==> config.mk <==
export PLATFORM = sky130hd
export DESIGN_NAME = multi_bank_cascade_loader
export DESIGN_NICKNAME = d
export VERILOG_FILES = /design/src/rtl/multi_bank_cascade_loader_pkg.sv /design/src/rtl/multi_bank_cascade_loader_beat_unpacker.sv /design/src/rtl/multi_bank_cascade_loader.sv
export SDC_FILE = /design/constraint.sdc
export NUM_CORES = 1
export LEC_CHECK = 0
export CAP_MARGIN = 25
export CORE_UTILIZATION = 49
export CTS_BUF_LIST = sky130_fd_sc_hd__clkbuf_2
export DETAILED_ROUTE_END_ITERATION = 10
export GPL_TIMING_DRIVEN = 0
export HOLD_SLACK_MARGIN = 0.06
export PLACE_DENSITY = 0.93
export SYNTH_ARGS = -nofsm -noshare
export SYNTH_HDL_FRONTEND = slang
export SYNTH_HIERARCHICAL = 1
export SYNTH_SLANG_ARGS = --single-unit
==> constraint.sdc <==
create_clock -name clk -period 2.5 [get_ports clk]
set_clock_uncertainty 0.05 [all_clocks]
set_input_delay 0.25 -clock clk [delete_from_list [all_inputs] [get_ports clk]]
set_output_delay 0.25 -clock clk [all_outputs]
set_load 0.01 [all_outputs]
==> src/rtl/multi_bank_cascade_loader_pkg.sv <==
// Shared types and defaults for the multi-bank cascade loader.
// The optional checksum trailer is enabled by defining CASCADE_LOADER_CHECKSUM_EN.
package pkg_cascade_loader;

  typedef enum logic [2:0] {
    IDLE   = 3'd0,
    FETCH  = 3'd1,
    UNPACK = 3'd2,
    CHECK  = 3'd3,
    DONE   = 3'd4
  } state_t;

  localparam int DEF_IN_WIDTH   = 64;
  localparam int DEF_WORD_SIZE  = 32;
  localparam int DEF_ADDR_WIDTH = 10;
  localparam int DEF_NUM_BANKS  = 4;

  // Width of a selector over n items; never narrower than one bit.
  function automatic int sel_width(input int n);
    if (n > 1) begin
      return $clog2(n);
    end else begin
      return 1;
    end
  endfunction

endpackage

==> src/rtl/multi_bank_cascade_loader_beat_unpacker.sv <==
// Holds one input beat and walks a word index across it, LSB word first.
// next_word is the word after the one currently indexed; last_of_beat flags the top word.
module beat_unpacker
  import pkg_cascade_loader::*;
#(
  parameter int IN_WIDTH  = DEF_IN_WIDTH,
  parameter int WORD_SIZE = DEF_WORD_SIZE
) (
  input  logic                 clk,
  input  logic                 reset,
  input  logic                 load,
  input  logic                 advance,
  input  logic [IN_WIDTH-1:0]  beat,
  output logic [WORD_SIZE-1:0] next_word,
  output logic                 last_of_beat
);

  localparam int WPB = IN_WIDTH / WORD_SIZE;
  localparam int IW  = sel_width(WPB);

  logic [IN_WIDTH-1:0] beat_r;
  logic [IW-1:0]       idx_r;

  function automatic logic [WORD_SIZE-1:0] pick_word(input logic [IN_WIDTH-1:0] b, input int k);
    logic [WORD_SIZE-1:0] w;
    w = {WORD_SIZE{1'b0}};
    for (int i = 0; i < WPB; i++) begin
      if (i == k) begin
        w = b[i*WORD_SIZE +: WORD_SIZE];
      end
    end
    return w;
  endfunction

  // Beat capture and word index stepping.
  always_ff @(posedge clk) begin
    if (reset) begin
      beat_r <= {IN_WIDTH{1'b0}};
      idx_r  <= {IW{1'b0}};
    end else if (load) begin
      beat_r <= beat;
      idx_r  <= {IW{1'b0}};
    end else if (advance) begin
      idx_r  <= idx_r + IW'(1);
    end
  end

  // Word lookahead and end-of-beat decode.
  always_comb begin
    next_word    = pick_word(beat_r, int'(idx_r) + 1);
    last_of_beat = (int'(idx_r) == (WPB - 1));
  end

endmodule

==> src/rtl/multi_bank_cascade_loader.sv <==
// Host-commanded loader: unpacks IN_WIDTH beats into WORD_SIZE words written to one of NUM_BANKS banks.
// Optional trailer checksum (CHECK state, chk_err port) when CASCADE_LOADER_CHECKSUM_EN is defined.
module multi_bank_cascade_loader
  import pkg_cascade_loader::*;
#(
  parameter int IN_WIDTH   = DEF_IN_WIDTH,
  parameter int WORD_SIZE  = DEF_WORD_SIZE,
  parameter int ADDR_WIDTH = DEF_ADDR_WIDTH,
  parameter int NUM_BANKS  = DEF_NUM_BANKS
) (
  input  logic                              clk,
  input  logic                              reset,
  input  logic                              start,
  input  logic [sel_width(NUM_BANKS)-1:0]   bank_sel,
  input  logic [ADDR_WIDTH:0]               word_count,
  input  logic [IN_WIDTH-1:0]               data,
  input  logic                              data_ready,
  output logic                              data_wanted,
  output logic [NUM_BANKS-1:0]              we,
  output logic [ADDR_WIDTH-1:0]             waddr,
  output logic [WORD_SIZE-1:0]              wdata,
  output logic                              busy,
`ifdef CASCADE_LOADER_CHECKSUM_EN
  output logic                              chk_err,
`endif
  output logic                              loaded
);

  localparam int BSW = sel_width(NUM_BANKS);
  localparam int CW  = ADDR_WIDTH + 1;
`ifdef CASCADE_LOADER_CHECKSUM_EN
  localparam state_t END_STATE = CHECK;
`else
  localparam state_t END_STATE = DONE;
`endif

  state_t                state_r, next_state_s;
  logic [BSW-1:0]        bank_r;
  logic [CW-1:0]         rem_r;
  logic [ADDR_WIDTH-1:0] addr_r;
  logic [NUM_BANKS-1:0]  we_r;
  logic [ADDR_WIDTH-1:0] waddr_r;
  logic [WORD_SIZE-1:0]  wdata_r;
  logic                  busy_r, loaded_r, data_wanted_r;
  logic                  xfer_s, capture_s, load_beat_s, advance_s, emit_s, chk_s;
  logic [WORD_SIZE-1:0]  emit_word_s, next_word_s;
  logic                  last_of_beat_s;

  // Out-of-range bank selects decode to no enable at all.
  function automatic logic [NUM_BANKS-1:0] bank_onehot(input logic [BSW-1:0] b);
    logic [NUM_BANKS-1:0] oh;
    oh = {NUM_BANKS{1'b0}};
    for (int i = 0; i < NUM_BANKS; i++) begin
      if (b == BSW'(i)) begin
        oh[i] = 1'b1;
      end
    end
    return oh;
  endfunction

  assign xfer_s = data_ready && data_wanted_r;

  beat_unpacker #(
    .IN_WIDTH  (IN_WIDTH),
    .WORD_SIZE (WORD_SIZE)
  ) u_unpacker (
    .clk          (clk),
    .reset        (reset),
    .load         (load_beat_s),
    .advance      (advance_s),
    .beat         (data),
    .next_word    (next_word_s),
    .last_of_beat (last_of_beat_s)
  );

  // Next-state and word-emission decisions; an emitted word appears on the bus next cycle.
  always_comb begin
    next_state_s = state_r;
    capture_s    = 1'b0;
    load_beat_s  = 1'b0;
    advance_s    = 1'b0;
    emit_s       = 1'b0;
    emit_word_s  = {WORD_SIZE{1'b0}};
    chk_s        = 1'b0;
    case (state_r)
      IDLE: begin
        if (start) begin
          capture_s    = 1'b1;
          next_state_s = (word_count == {CW{1'b0}}) ? DONE : FETCH;
        end else begin
          next_state_s = IDLE;
        end
      end
      FETCH: begin
        if (xfer_s) begin
          load_beat_s  = 1'b1;
          emit_s       = 1'b1;
          emit_word_s  = data[WORD_SIZE-1:0];
          next_state_s = UNPACK;
        end else begin
          next_state_s = FETCH;
        end
      end
      UNPACK: begin
        // rem_r counts words still to emit after the one currently on the bus.
        if (rem_r == {CW{1'b0}}) begin
          next_state_s = END_STATE;
        end else if (last_of_beat_s) begin
          next_state_s = FETCH;
        end else begin
          advance_s    = 1'b1;
          emit_s       = 1'b1;
          emit_word_s  = next_word_s;
          next_state_s = UNPACK;
        end
      end
`ifdef CASCADE_LOADER_CHECKSUM_EN
      CHECK: begin
        if (xfer_s) begin
          chk_s        = 1'b1;
          next_state_s = DONE;
        end else begin
          next_state_s = CHECK;
        end
      end
`endif
      DONE: begin
        next_state_s = IDLE;
      end
      default: begin
        next_state_s = IDLE;
      end
    endcase
  end

  // State, counters and registered outputs.
  always_ff @(posedge clk) begin
    if (reset) begin
      state_r       <= IDLE;
      bank_r        <= {BSW{1'b0}};
      rem_r         <= {CW{1'b0}};
      addr_r        <= {ADDR_WIDTH{1'b0}};
      we_r          <= {NUM_BANKS{1'b0}};
      waddr_r       <= {ADDR_WIDTH{1'b0}};
      wdata_r       <= {WORD_SIZE{1'b0}};
      busy_r        <= 1'b0;
      loaded_r      <= 1'b0;
      data_wanted_r <= 1'b0;
    end else begin
      state_r       <= next_state_s;
      busy_r        <= (next_state_s != IDLE);
      data_wanted_r <= (next_state_s == FETCH) || (next_state_s == CHECK);
      we_r          <= emit_s ? bank_onehot(bank_r) : {NUM_BANKS{1'b0}};
      if (emit_s) begin
        waddr_r <= addr_r;
        wdata_r <= emit_word_s;
      end
      if (capture_s) begin
        bank_r <= bank_sel;
        rem_r  <= word_count;
        addr_r <= {ADDR_WIDTH{1'b0}};
      end else if (emit_s) begin
        rem_r  <= rem_r - CW'(1);
        addr_r <= addr_r + ADDR_WIDTH'(1);
      end
      if (next_state_s == DONE) begin
        loaded_r <= 1'b1;
      end else if (capture_s) begin
        loaded_r <= 1'b0;
      end
    end
  end

`ifdef CASCADE_LOADER_CHECKSUM_EN
  logic [WORD_SIZE-1:0] sum_r;
  logic                 chk_err_r;

  // Running mod-2**WORD_SIZE sum of written words and trailer comparison.
  always_ff @(posedge clk) begin
    if (reset) begin
      sum_r     <= {WORD_SIZE{1'b0}};
      chk_err_r <= 1'b0;
    end else if (capture_s) begin
      sum_r     <= {WORD_SIZE{1'b0}};
      chk_err_r <= 1'b0;
    end else if (emit_s) begin
      sum_r     <= sum_r + emit_word_s;
    end else if (chk_s) begin
      chk_err_r <= (data[WORD_SIZE-1:0] != sum_r);
    end
  end

  assign chk_err = chk_err_r;
`endif

  assign data_wanted = data_wanted_r;
  assign we          = we_r;
  assign waddr       = waddr_r;
  assign wdata       = wdata_r;
  assign busy        = busy_r;
  assign loaded      = loaded_r;

endmodule

==> impl_metrics.csv <==
group,metric,value,unit
drt,drt-pass1-iter-count,4,
worst_setup_path,worstSetupEndpointType,"flip-flop",
synth,synth_compound_area_frac,0.171,
cts,cts_setup_buffers,0,
cts,tritoncts,"yes",
worst_setup_path,cp.arrival,2.89,ns
drt,totalWireLength,12.4,mm
cts,cts_buffers,9,
finish,syn_to_final_growth,33.8,%
cts,cts_max_level,3,
synth,syn_nets,591,
drt,drt-initial-drc-count,197,
synth,synth-xor-area-share,0.0134,
synth,synth-adder-area-share,0.00548,
timing,setup_viol,0,
cts,root_buffer,"clkbuf_2",
worst_setup_path,cp_max_fo,10,
global_routing,overflow,0,
synth,synth_top_family_by_area,"simple AND/OR/NAND/NOR gates",
power,leakagePower,2.14,nW
timing,hold_viol_final,0,
floorplan,die_area,9720,µm²
cts,cts.sinks,108,
synth,seq_area_frac_synth,0.473,
global_routing,grt_max_degree,21,
synth,synthSimpleGateAreaFrac,0.212,
min_path,hold_class,"in -> reg",
worst_setup_path,crit_type,"reg -> reg",
synth,synth-edff-count,0,
drt,vias_per_cell,5.61,
synth,postSynthCellCount,508,
worst_setup_path,cp_slowest_stage_delay,0.52,ns
synth,syn_area,4570,µm²
synth,ys_ff_latch,108,
drt,detail_route.wl_per_cell,16.3,µm
timing,grt_setup_unrepaired,"yes",
placed_design,gp_congestion,0.879,
finish,drive_above_1_share,0.0766,
synth,ys_warn_count,6,
placed_design,io_buffer_count,128,
global_routing,grt_use_met1,0.301,
worst_setup_path,startpoint_type,"flip-flop",
power,p_per_area,498,nW/µm²
synth,avgSynthCellArea,8.99,µm²
timing,drv_slew,0,
timing,fmax,414,MHz
worst_setup_path,cp.required,2.97,ns
floorplan,pin_count,130,
timing,setup_ws,0.0833,ns
timing,fin_crit,2.42,ns
floorplan,dieHeight,98.6,µm
synth,synth.area.mux_share,0.0701,
global_routing,grt_usage,0.261,
placed_design,hpwl,9.61,mm
cts,clk_latency,0.58,ns
global_routing,antenna_found_initial,0,
worst_setup_path,critPathTopFamily,"buffers and inverters",
run,drv_cap,0,
floorplan,start_util,0.514,
power,ir_drop,343,µV
floorplan,die_w,98.6,µm
finish,fillCellCount,652,
timing,slew_headroom,0.626,
global_routing,use_met3,0.0624,
cts,cts.path.max_buffers,2,
global_routing,use_met2,0.475,
synth,synthDistinctLibCells,54,
worst_setup_path,crit_buf_inv,4,
timing,worst_pin_slew,0.553,ns
floorplan,rows,34,
placed_design,dp_slack,-0.0938,ns
drt,vias,4272,
worst_setup_path,critPathSlowestCell,"or3b_2",
global_routing,grt_pass1_wl,20.0,mm
synth,ys_dominant_reg_cell,"dfxtp_1",
global_routing,first_global_vias,4276,
worst_setup_path,r2r_slack,0.08,ns
finish,antennaDiodeCount,0,
timing,fin_crit_sh,0.967,
floorplan,coreArea,8890,µm²
global_routing,busiest_layer,"met2",
cts,clk_pin_slew,0.31,ns
drt,drc,0,
outcome,status,"complete, no violations",
finish,final_util,0.688,
drt,ant_nets,0,
finish,nNetsFinal,731,
synth,ys_async_sr_fraction,0,
worst_setup_path,cp_cell_sequence,"or3b_2, nor2_4, clkbuf_4, buf_2, buf_6, buf_12, mux2i_1, nor2_1",
==> logic make-up (layout without fill, tap and decap cells) <==
logic type	count (synthesis)	count (layout)
buf+inv	42	187
xor+xnor	7	7
simple gates	197	197
fa+ha+maj	2	2
compound gates	120	120
mux	32	32
flops	108	108
==> cells in the final DEF, fill, tap and decap left out, types with 3 or more instances in the layout <==
master	synthesis	final
nor4_1	6	6
mux2i_1	32	32
inv_1	4	4
buf_12	3	3
inv_6	0	4
clkbuf_1	17	16
buf_2	14	13
nand2_1	64	64
nor4b_1	3	3
nor2b_1	32	32
and3_1	3	3
o21ai_0	5	5
a21oi_1	55	55
dfxtp_1	108	106
xor2_1	6	6
or3_1	5	5
nand3_1	5	5
o2111ai_1	3	3
nor3_1	8	8
nor2_1	53	53
a22oi_1	35	35
o211ai_1	5	5
clkbuf_2	0	10
clkdlybuf4s50_1	0	128
==> worst min-delay path: stages <==
cell and delay, ns:
clkdlybuf4s50_1 0.41, nand2_1 0.06, a21oi_1 0.05
==> synthesized netlist by cell type, types with 4 or more instances <==
cell type	count	area [µm²]
buf_2	14	70.1
inv_1	4	15.0
a22oi_1	35	263
nor2_1	53	199
nor2b_1	32	200
nand2_1	64	240
mux2i_1	32	320
dfxtp_1	108	2160
a21oi_1	55	275
clkbuf_1	17	63.8
nor3_1	8	40.0
o211ai_1	5	37.5
nand3_1	5	25.0
nor4_1	6	37.5
or3_1	5	31.3
o21ai_0	5	25.0
xor2_1	6	52.6
==> flip-flops by register name (all words and copies together) (netlist names) <==
register / count
loaded: 1
wdata: 32
addr_r: 10
busy: 1
u_unpacker/last_of_beat: 1
u_unpacker/beat_r: 32
waddr: 10
rem_r: 11
state_r: 3
data_wanted: 1
bank_r: 2
we: 4
==> cell type report <==
| type | count | area (µm²) | area share |
|---|---|---|---|
| Timing Repair Buffer | 129 | 1290 | 0.211 |
| Buffer | 38 | 235 | 0.0385 |
| Clock buffer | 9 | 45.0 | 0.00737 |
| Inverter | 4 | 15.0 | 0.00246 |
| Sequential cell | 108 | 2160 | 0.354 |
| Clock inverter | 7 | 61.3 | 0.0100 |
| Tap cell | 108 | 135 | 0.0221 |
| Multi-Input combinational cell | 358 | 2170 | 0.354 |
==> where the power goes <==
part	leakage [nW]	internal, W	total, W	switching (W)
Combinational	1.19	0.000237	0.000449	0.000212
Clock	0.0692	0.000161	0.000774	0.000613
Sequential	0.875	0.00178	0.00182	0.0000437
Total	2.14	0.00217	0.00304	0.000869
==> final timing paths <==
path                                        end             startpoint  depth (start not counted)
max          u_unpacker/beat_r[52]$_SDFFE_PP0P_  state_r[0]$_SDFF_PP0_                          8
min                      bank_r[1]$_SDFFE_PP0P_            bank_sel[1]                          3
max reg2reg  u_unpacker/beat_r[52]$_SDFFE_PP0P_  state_r[0]$_SDFF_PP0_                          8
min reg2reg               waddr[4]$_SDFFE_PP0P_  waddr[4]$_SDFFE_PP0P_                          2
==> metal layers <==
| layer | share of wire | routed length (µm) |
|---|---|---|
| met1 | 0.40 | 5000 |
| met3 | 0.066 | 817 |
| met5 | 0 | 0 |
| met2 | 0.51 | 6370 |
| met4 | 0.019 | 237 |
==> per-stage QoR <==
step / std cells / TNS (ns) / instance area (µm²) / total power, W / hold WS [ns]
floorplan: 508 / 0 / 4570 / 0.00206 / 0.320
detailed placement: 744 / -0.899 / 5990 / 0.00229 / 0.396
CTS: 761 / 0 / 6110 / 0.00304 / 0.107
finish: 761 / 0 / 6110 / 0.00304 / 0.140
global placement: 744 / -0.204 / 5990 / 0.00227 / 0.392
global route: 761 / -0.139 / 6110 / 0.00316 / 0.121
==> what timing repair did <==
action | CTS | global route
resized for setup | 2 | 4
hold endpoints to repair | 16 | 0
setup endpoints to repair | 28 | 30
gates cloned | 0 | 0
hold buffers | 1 | 0
Note: power is estimated with default switching activity, not from simulation.
